File: src/rtl/serial_subtractor_16.sv
// Bit-serial subtractor: computes sub_in1 - sub_in2 - bin one bit per clock, LSB first,
// through a single full-subtractor cell and a borrow flop, with a start/busy/done handshake.

module serial_sub_cell (
    input  logic a,
    input  logic b,
    input  logic bi,
    output logic d,
    output logic bo
);
    assign d  = a ^ b ^ bi;
    assign bo = (~a & b) | (~(a ^ b) & bi);
endmodule

module serial_subtractor_16 #(
    parameter  int WIDTH = 16,
    localparam int CNT_W = $clog2(WIDTH)
) (
    input  logic             clk,
    input  logic             rst,
    input  logic             start,
    input  logic [WIDTH-1:0] sub_in1,
    input  logic [WIDTH-1:0] sub_in2,
    input  logic             bin,
    output logic             busy,
    output logic             done,
    output logic [WIDTH-1:0] diff,
    output logic             bout,
    output logic             zero,
    output logic             ovf
);
    localparam logic [1:0] IDLE  = 2'd0;
    localparam logic [1:0] SHIFT = 2'd1;
    localparam logic [1:0] DONE  = 2'd2;

    logic [1:0]       state;
    logic [WIDTH-1:0] a_sr;
    logic [WIDTH-1:0] b_sr;
    logic [WIDTH-1:0] res_sr;
    logic [CNT_W-1:0] cnt;
    logic             brw;
    logic             s1;
    logic             s2;

    logic             d_bit;
    logic             brw_next;
    logic [WIDTH-1:0] res_next;
    logic             last_bit;

    serial_sub_cell u_cell (
        .a  (a_sr[0]),
        .b  (b_sr[0]),
        .bi (brw),
        .d  (d_bit),
        .bo (brw_next)
    );

    // The new bit enters at the MSB so after WIDTH shifts the result is in place.
    assign res_next = {d_bit, res_sr[WIDTH-1:1]};
    assign last_bit = (cnt == CNT_W'(WIDTH - 1));
    assign busy     = (state != IDLE);

    always_ff @(posedge clk or posedge rst) begin
        if (rst) begin
            state  <= IDLE;
            a_sr   <= '0;
            b_sr   <= '0;
            res_sr <= '0;
            cnt    <= '0;
            brw    <= 1'b0;
            s1     <= 1'b0;
            s2     <= 1'b0;
            done   <= 1'b0;
            diff   <= '0;
            bout   <= 1'b0;
            zero   <= 1'b0;
            ovf    <= 1'b0;
        end else begin
            done <= 1'b0;
            case (state)
                IDLE: begin
                    if (start) begin
                        a_sr  <= sub_in1;
                        b_sr  <= sub_in2;
                        s1    <= sub_in1[WIDTH-1];
                        s2    <= sub_in2[WIDTH-1];
                        brw   <= bin;
                        cnt   <= '0;
                        state <= SHIFT;
                    end
                end
                SHIFT: begin
                    res_sr <= res_next;
                    a_sr   <= {1'b0, a_sr[WIDTH-1:1]};
                    b_sr   <= {1'b0, b_sr[WIDTH-1:1]};
                    brw    <= brw_next;
                    cnt    <= cnt + 1'b1;
                    // Visible results only change here; they hold through the next op's SHIFT.
                    if (last_bit) begin
                        diff  <= res_next;
                        bout  <= brw_next;
                        zero  <= (res_next == '0);
                        ovf   <= (s1 != s2) && (res_next[WIDTH-1] != s1);
                        done  <= 1'b1;
                        state <= DONE;
                    end
                end
                DONE: begin
                    state <= IDLE;
                end
                default: begin
                    state <= IDLE;
                end
            endcase
        end
    end
endmodule

File: config.mk
export PLATFORM = sky130hd
export DESIGN_NAME = serial_subtractor_16
export DESIGN_NICKNAME = d
export VERILOG_FILES = /design/src/rtl/serial_subtractor_16.sv
export SDC_FILE = /design/constraint.sdc
export NUM_CORES = 1
export LEC_CHECK = 0
export ABC_AREA = 1
export CELL_PAD_IN_SITES_DETAIL_PLACEMENT = 0
export CELL_PAD_IN_SITES_GLOBAL_PLACEMENT = 1
export CORE_UTILIZATION = 40
export DETAILED_ROUTE_END_ITERATION = 6
export PLACE_DENSITY = 0.8
export SYNTH_ARGS = -nofsm -noshare
export SYNTH_HDL_FRONTEND = slang
export SYNTH_SLANG_ARGS = --single-unit
File: constraint.sdc
create_clock -name clk -period 5.7 [get_ports clk]
set_input_delay 0.57 -clock clk [delete_from_list [all_inputs] [get_ports clk]]
set_output_delay 0.57 -clock clk [all_outputs]
set_load 0.01 [all_outputs]
==> flow_summary.yaml, run 1 <==
status:
  status: "complete, no violations"
floorplan:
  die_w_um: 94.73
  fp.dieH_um: 94.73
  core-area_um2: 8258
  row_count: 33
  initial_core_util: 0.4165
  ios: 57
  dieArea_um2: 8974
detailed_routing:
  ant_nets: 0
  drt_iter0_drc: 139
  vias_per_cell: 4.650
  first_pass_iters: 4
  routed_wl_mm: 6.248
  vias: 2604
  wire_per_inst_um: 11.16
  drc: 0
sta:
  hold_viol: 0
  finalCriticalPeriod_ns: 2.177
  min_period_over_period: 0.3820
  hold_slack_ns: 0.4695
  slew_headroom: 0.3688
  fin_skew_ns: 0.005020
  setup_viol_count_final: 0
  drv_slew: 0
  setup_tns_ns: 0
  fmax_mhz: 459.3
  rsz0062_at_grt: "no"
  worst_slew_pin_slew_ns: 0.9467
pwr:
  leakage_nw: 2.018
  p_switching_mw: 0.8381
  ir_worst_vdd_uv: 209.9
  finalPower_mw: 2.307
  power.density_nw_per_um2: 538.4
  swShare: 0.3633
  p_clk_frac: 0.234
  power_frac_comb: 0.382
  p_seq_frac: 0.385
  internal_power_mw: 1.469
yosys:
  ys_ff_latch: 76
  ys.warnings.count: 0
  synth_area_um2: 3440
  ys_seq_area_frac: 0.5529
  syn_inst: 401
  synth_top_area_share: 0.5529
  syn_area_per_cell_um2: 8.577
  synth_area_leader_cell: "dfrtp_1"
  synth.area.top_cells: "dfrtp_1 55%, nand2_1 16%, o21ai_0 7.3%"
  synth_cell_types: 25
  synth.net_count: 439
min_path:
  hp-class: "reg -> reg"
clock_tree:
  clk_path_buf_depth: 2
  clock_latency_ns: 0.33
  cts_root_buffer: "clkbuf_8"
  clkSlewWorstSetupHoldPaths_ns: 0.08
  postCtsSetupBuffers: 0
  cts_tree: "done"
  htree_levels: 3
  post_cts_resize_count: 0
  cts_hold_buf: 0
  cts_sinks: 76
  cts_buffers: 9
cells_and_area:
  antenna_cells: 0
  fillCellCount: 834
  stdcell_area_um2: 4285
  fin_cells: 560
  nets: 488
  syn2layout_area_growth_pct: 24.59
  drive_gt1_frac: 0.1011
setup_path:
  cp_data_required_time_ns: 5.88
  crit_arrival_ns: 2.36
  crit_type: "reg -> reg"
  crit_path_max_fanout: 88
  start_kind: "flop"
  slowest_delay_ns: 0.68
  end_kind: "flop"
  critPathSlowestCell: "nand2_4"
  cp_common_cell: "nand2_4"
  crit_chain: "inv_2 -> nand2_4 -> nand2_4 -> inv_1 -> nand2_1 -> o21ai_0"
placement:
  dp_cells: 544
  post_dp_cell_area_um2: 4013
  port_buffers: 56
  gp_congestion: 0.7449
  post-dp-hpwl_mm: 4.040
global_route:
  grt_first_pass_wirelength_mm: 11.26
  grt_usage: 0.1635
  grt_max_degree: 89
  grt_pass1_vias: 2483
  grt_antenna_before_repair: 0
  overflow: 0
run:
  maxCapViolations: 0
cell usage after synthesis (all sizes together):
| cell type | n |
|---|---|
| o21ai | 81 |
| nor2 | 14 |
| fa | 1 |
| o22ai | 3 |
| inv | 49 |
| clkbuf | 3 |
| nand3 | 5 |
| xnor2 | 1 |
| nand2 | 148 |
| nand4 | 1 |
| buf | 16 |
| or2 | 1 |
| dfrtp | 76 |
| ha | 1 |
| a21oi | 1 |
worst paths after layout:
kind	from	to	slack [ns]	depth (start not counted)
worst max-delay path	state[1]$_DFFE_PP0P_	cnt[2]$_DFFE_PP0P_	3.52	6
worst max register to register	state[1]$_DFFE_PP0P_	cnt[2]$_DFFE_PP0P_	3.52	6
max in group asynchronous	rst	a_sr[12]$_DFFE_PP0P_	4.25	3
min in group asynchronous	rst	diff[9]$_DFFE_PP0P_	0.83	3
worst min register to register	diff[11]$_DFFE_PP0P_	diff[11]$_DFFE_PP0P_	0.47	2
worst min-delay path	diff[11]$_DFFE_PP0P_	diff[11]$_DFFE_PP0P_	0.47	2
sequential cells by signal, summed over array words and instances (netlist names):
signal,flops
s2,1
ovf,1
res_sr,15
diff,16
b_sr,16
s1,1
brw,1
done,1
zero,1
bout,1
state,2
cnt,4
a_sr,16
layout make-up:
class / instances / area (µm²) / share of cell area
Tap cell: 105 / 131.4 / 0.03066
Clock inverter: 6 / 135.1 / 0.03153
Sequential cell: 76 / 1902 / 0.4438
Inverter: 49 / 183.9 / 0.04292
Clock buffer: 10 / 137.6 / 0.03212
Timing Repair Buffer: 57 / 568.0 / 0.1326
Multi-Input combinational cell: 257 / 1227 / 0.2864
power by group through the flow:
| stage | sequential [mW] | clock, mW | combinational (mW) |
|---|---|---|---|
| after floorplan | 0.897 | 0 | 0.664 |
| after global placement | 0.895 | 0 | 0.873 |
| after detailed placement | 0.900 | 0 | 0.896 |
| after CTS | 0.891 | 0.558 | 0.901 |
| after global routing | 0.919 | 0.578 | 1.02 |
| final | 0.888 | 0.539 | 0.881 |
layout by cell type (no fill, tap or decap), types with 4 or more instances in the layout:
master	n
dfrtp_1	76
o21ai_2	19
bufinv_16	4
o21ai_1	12
clkbuf_8	10
inv_2	4
inv_1	45
clkdlybuf4s50_1	56
nand2_1	146
nor2_1	13
o21ai_0	50
through the flow:
stage | utilization | setup slack, ns
2_1_floorplan | - | 3.192
5_1_grt | 0.5189 | 3.255
6_report | 0.5189 | 3.523
3_3_place_gp | 0.4859 | 3.453
4_1_cts | 0.5189 | 3.474
3_5_place_dp | 0.4859 | 3.405
cell families after synthesis:
logic type / after synthesis / share of synthesized area
simple gates: 169 / 0.1993
compound gates: 85 / 0.1455
flops: 76 / 0.5529
buf+inv: 68 / 0.09022
fa+ha+maj: 2 / 0.009458
xor+xnor: 1 / 0.002547
critical path: cells and delay by family, from the launching register on:
kind	cells	cell delay [ns]
AOI/OAI and AO/OA	1	0.07
DFF	1	0.38
and+or+nand+nor	3	1.22
buffers and inverters	2	0.32
per-layer routing:
| layer | GRT usage | share of wire | wire, µm |
|---|---|---|---|
| met3 | 0.04428 | 0.047 | 292 |
| met1 | 0.2085 | 0.47 | 2962 |
| met5 | 0 | 0 | 0 |
| met2 | 0.2710 | 0.47 | 2941 |
| met4 | 0.04924 | 0.0083 | 52 |
No activity file was read; power rests on OpenSTA's default activity.
==> run 2: changes to the inputs <==
CORE_UTILIZATION = 36   (was 40)
PLACE_DENSITY = 0.76   (was 0.8)
clock period = 1.9 ns   (was 5.7 ns; I/O delays follow)
==> run 2 against run 1 <==
  * Critical path depth is 3 lower
  * Power increased to 2.8 times the previous value
  * Non-clock buffer count is 7 higher
  * Critical endpoint is now busy
  * Clock-buffer cell count unchanged
  * Largest power group is now combinational logic
  * Utilization decreased by 5.2 points
  * Critical path type is now reg -> out
  * Wire length grew 4.2%
  * Highest routed layer unchanged
  * Register-to-register slack worse by 3.0 ns
  * First-iteration DRC count decreased by 42%
  * Global-route usage decreased by 1.5 points
  * Cell area rose by 0.67%
  * Worst setup slack got worse by 3.2 ns
==> flow_summary.yaml, run 2 (same netlist as run 1, synthesis figures left out) <==
pwr:
  p_clk_frac: 0.167
  p_switching_mw: 2.581
  ir_worst_vdd_uv: 561.2
  finalPower_mw: 6.551
  swShare: 0.3939
  power_frac_comb: 0.425
  internal_power_mw: 3.971
  p_seq_frac: 0.407
  leakage_nw: 2.016
  power.density_nw_per_um2: 1519
global_route:
  grt_pass1_vias: 2601
  overflow: 0
  grt_antenna_before_repair: 0
  grt_usage: 0.1483
  grt_first_pass_wirelength_mm: 11.63
  grt_max_degree: 77
floorplan:
  ios: 57
  row_count: 35
  dieArea_um2: 9949
  initial_core_util: 0.3722
  fp.dieH_um: 99.75
  die_w_um: 99.75
  core-area_um2: 9240
detailed_routing:
  vias: 2649
  first_pass_iters: 4
  vias_per_cell: 4.482
  ant_nets: 0
  wire_per_inst_um: 11.02
  drt_iter0_drc: 80
  drc: 0
  routed_wl_mm: 6.512
clock_tree:
  postCtsSetupBuffers: 0
  cts_sinks: 76
  cts_tree: "done"
  clock_latency_ns: 0.35
  htree_levels: 3
  cts_root_buffer: "clkbuf_8"
  post_cts_resize_count: 0
  cts_hold_buf: 0
  clk_path_buf_depth: 2
  clkSlewWorstSetupHoldPaths_ns: 0.08
  cts_buffers: 9
cells_and_area:
  final_cell_mix: "146 x nand2_1, 76 x dfrtp_1, 56 x clkdlybuf4s50_1"
  antenna_cells: 0
  nets: 495
  syn2layout_area_growth_pct: 25.43
  drive_gt1_frac: 0.1147
  reg_top3: "a_sr: 16 flops, b_sr: 16 flops, diff: 16 flops"
  final_common_cell: "nand2_1"
  fin_cells: 591
min_path:
  hp-class: "in -> async"
sta:
  slew_headroom: 0.7327
  hold_slack_ns: 0.2869
  fin_skew_ns: 0.007746
  drv_slew: 0
  rsz0062_at_grt: "no"
  hold_viol: 0
  fmax_mhz: 622.4
  worst_slew_pin_slew_ns: 0.4004
  setup_tns_ns: 0
  setup_viol_count_final: 0
  finalCriticalPeriod_ns: 1.607
  setup_slack_ns: 0.2934
  min_period_over_period: 0.8456
placement:
  post-dp-hpwl_mm: 4.407
  port_buffers: 56
  gp_congestion: 0.7666
  detailedPlace.worstSlack_ns: 0.4108
  dp_cells: 575
setup_path:
  cp_data_required_time_ns: 1.71
  end_kind: "output port"
  crit_type: "reg -> out"
  crit_arrival_ns: 1.42
  crit_path_max_fanout: 3
  start_kind: "flop"
status:
  status: "complete, no violations"
run:
  maxCapViolations: 0
## run 2: cell count changes in the layout (fill, tap and decap cells not counted), sizes merged
cell,previous run,this run
buf,1,8
bufinv,4,0
clkinvlp,2,5
inv,49,48
clkinv,0,2
## run 2: path summary, 6_finish.rpt
| kind | startpoint | to | slack, ns | cells past startpoint |
|---|---|---|---|---|
| worst min register to register | diff[2]$_DFFE_PP0P_ | diff[2]$_DFFE_PP0P_ | 0.47 | 2 |
| worst min-delay path | rst | bout$_DFFE_PP0P_ | 0.29 | 3 |
| min in group clk | sub_in1[15] | s1$_DFFE_PP0P_ | 0.46 | 3 |
| worst max-delay path | state[0]$_DFFE_PP0P_ | busy | 0.29 | 3 |
| max in group asynchronous | rst | res_sr[3]$_DFFE_PP0P_ | 1.29 | 3 |
| worst max register to register | b_sr[0]$_DFFE_PP0P_ | ovf$_DFFE_PP0P_ | 0.49 | 7 |
## run 2: worst max-delay path, stage by stage (launching register included)
cell	delay, ns
dfrtp_1	0.41
inv_2	0.08
nand2_1	0.06
clkdlybuf4s50_1	0.53
## run 2: area by class of cell
type                       count  area [µm²]
fill                         931        4926
timing repair buffer          64       658.1
sequential                    76        1902
clock inverter                 6       40.04
clock buffer                  10       137.6
multi-input combinational    257        1227
tap                          129       161.4
inverter                      49       187.7
## run 2: power by group through the flow
stage / combinational, mW / sequential, mW / clock [mW]
2_1_floorplan: 1.99 / 2.69 / 0
3_3_place_gp: 2.76 / 2.68 / 0
3_5_place_dp: 2.82 / 2.71 / 0
4_1_cts: 2.84 / 2.68 / 1.15
5_1_grt: 3.21 / 2.76 / 1.20
6_report: 2.78 / 2.67 / 1.10
## run 2: stage by stage
stage / utilization / cell area [µm²]
finish: 0.4669 / 4314
global route: 0.4669 / 4314
CTS: 0.4669 / 4314
detailed placement: 0.4477 / 4136
global placement: 0.4477 / 4136
floorplan: - / 3443
## run 2: layer usage
layer  part of all wire  vias to the layer above  global-route usage
met3              0.036                       11             0.03443
met5                  0                        -                   0
met2               0.47                       58              0.2610
met1               0.48                     1228              0.1760
li1                   -                     1352                   -
met4              0.016                        0             0.05430
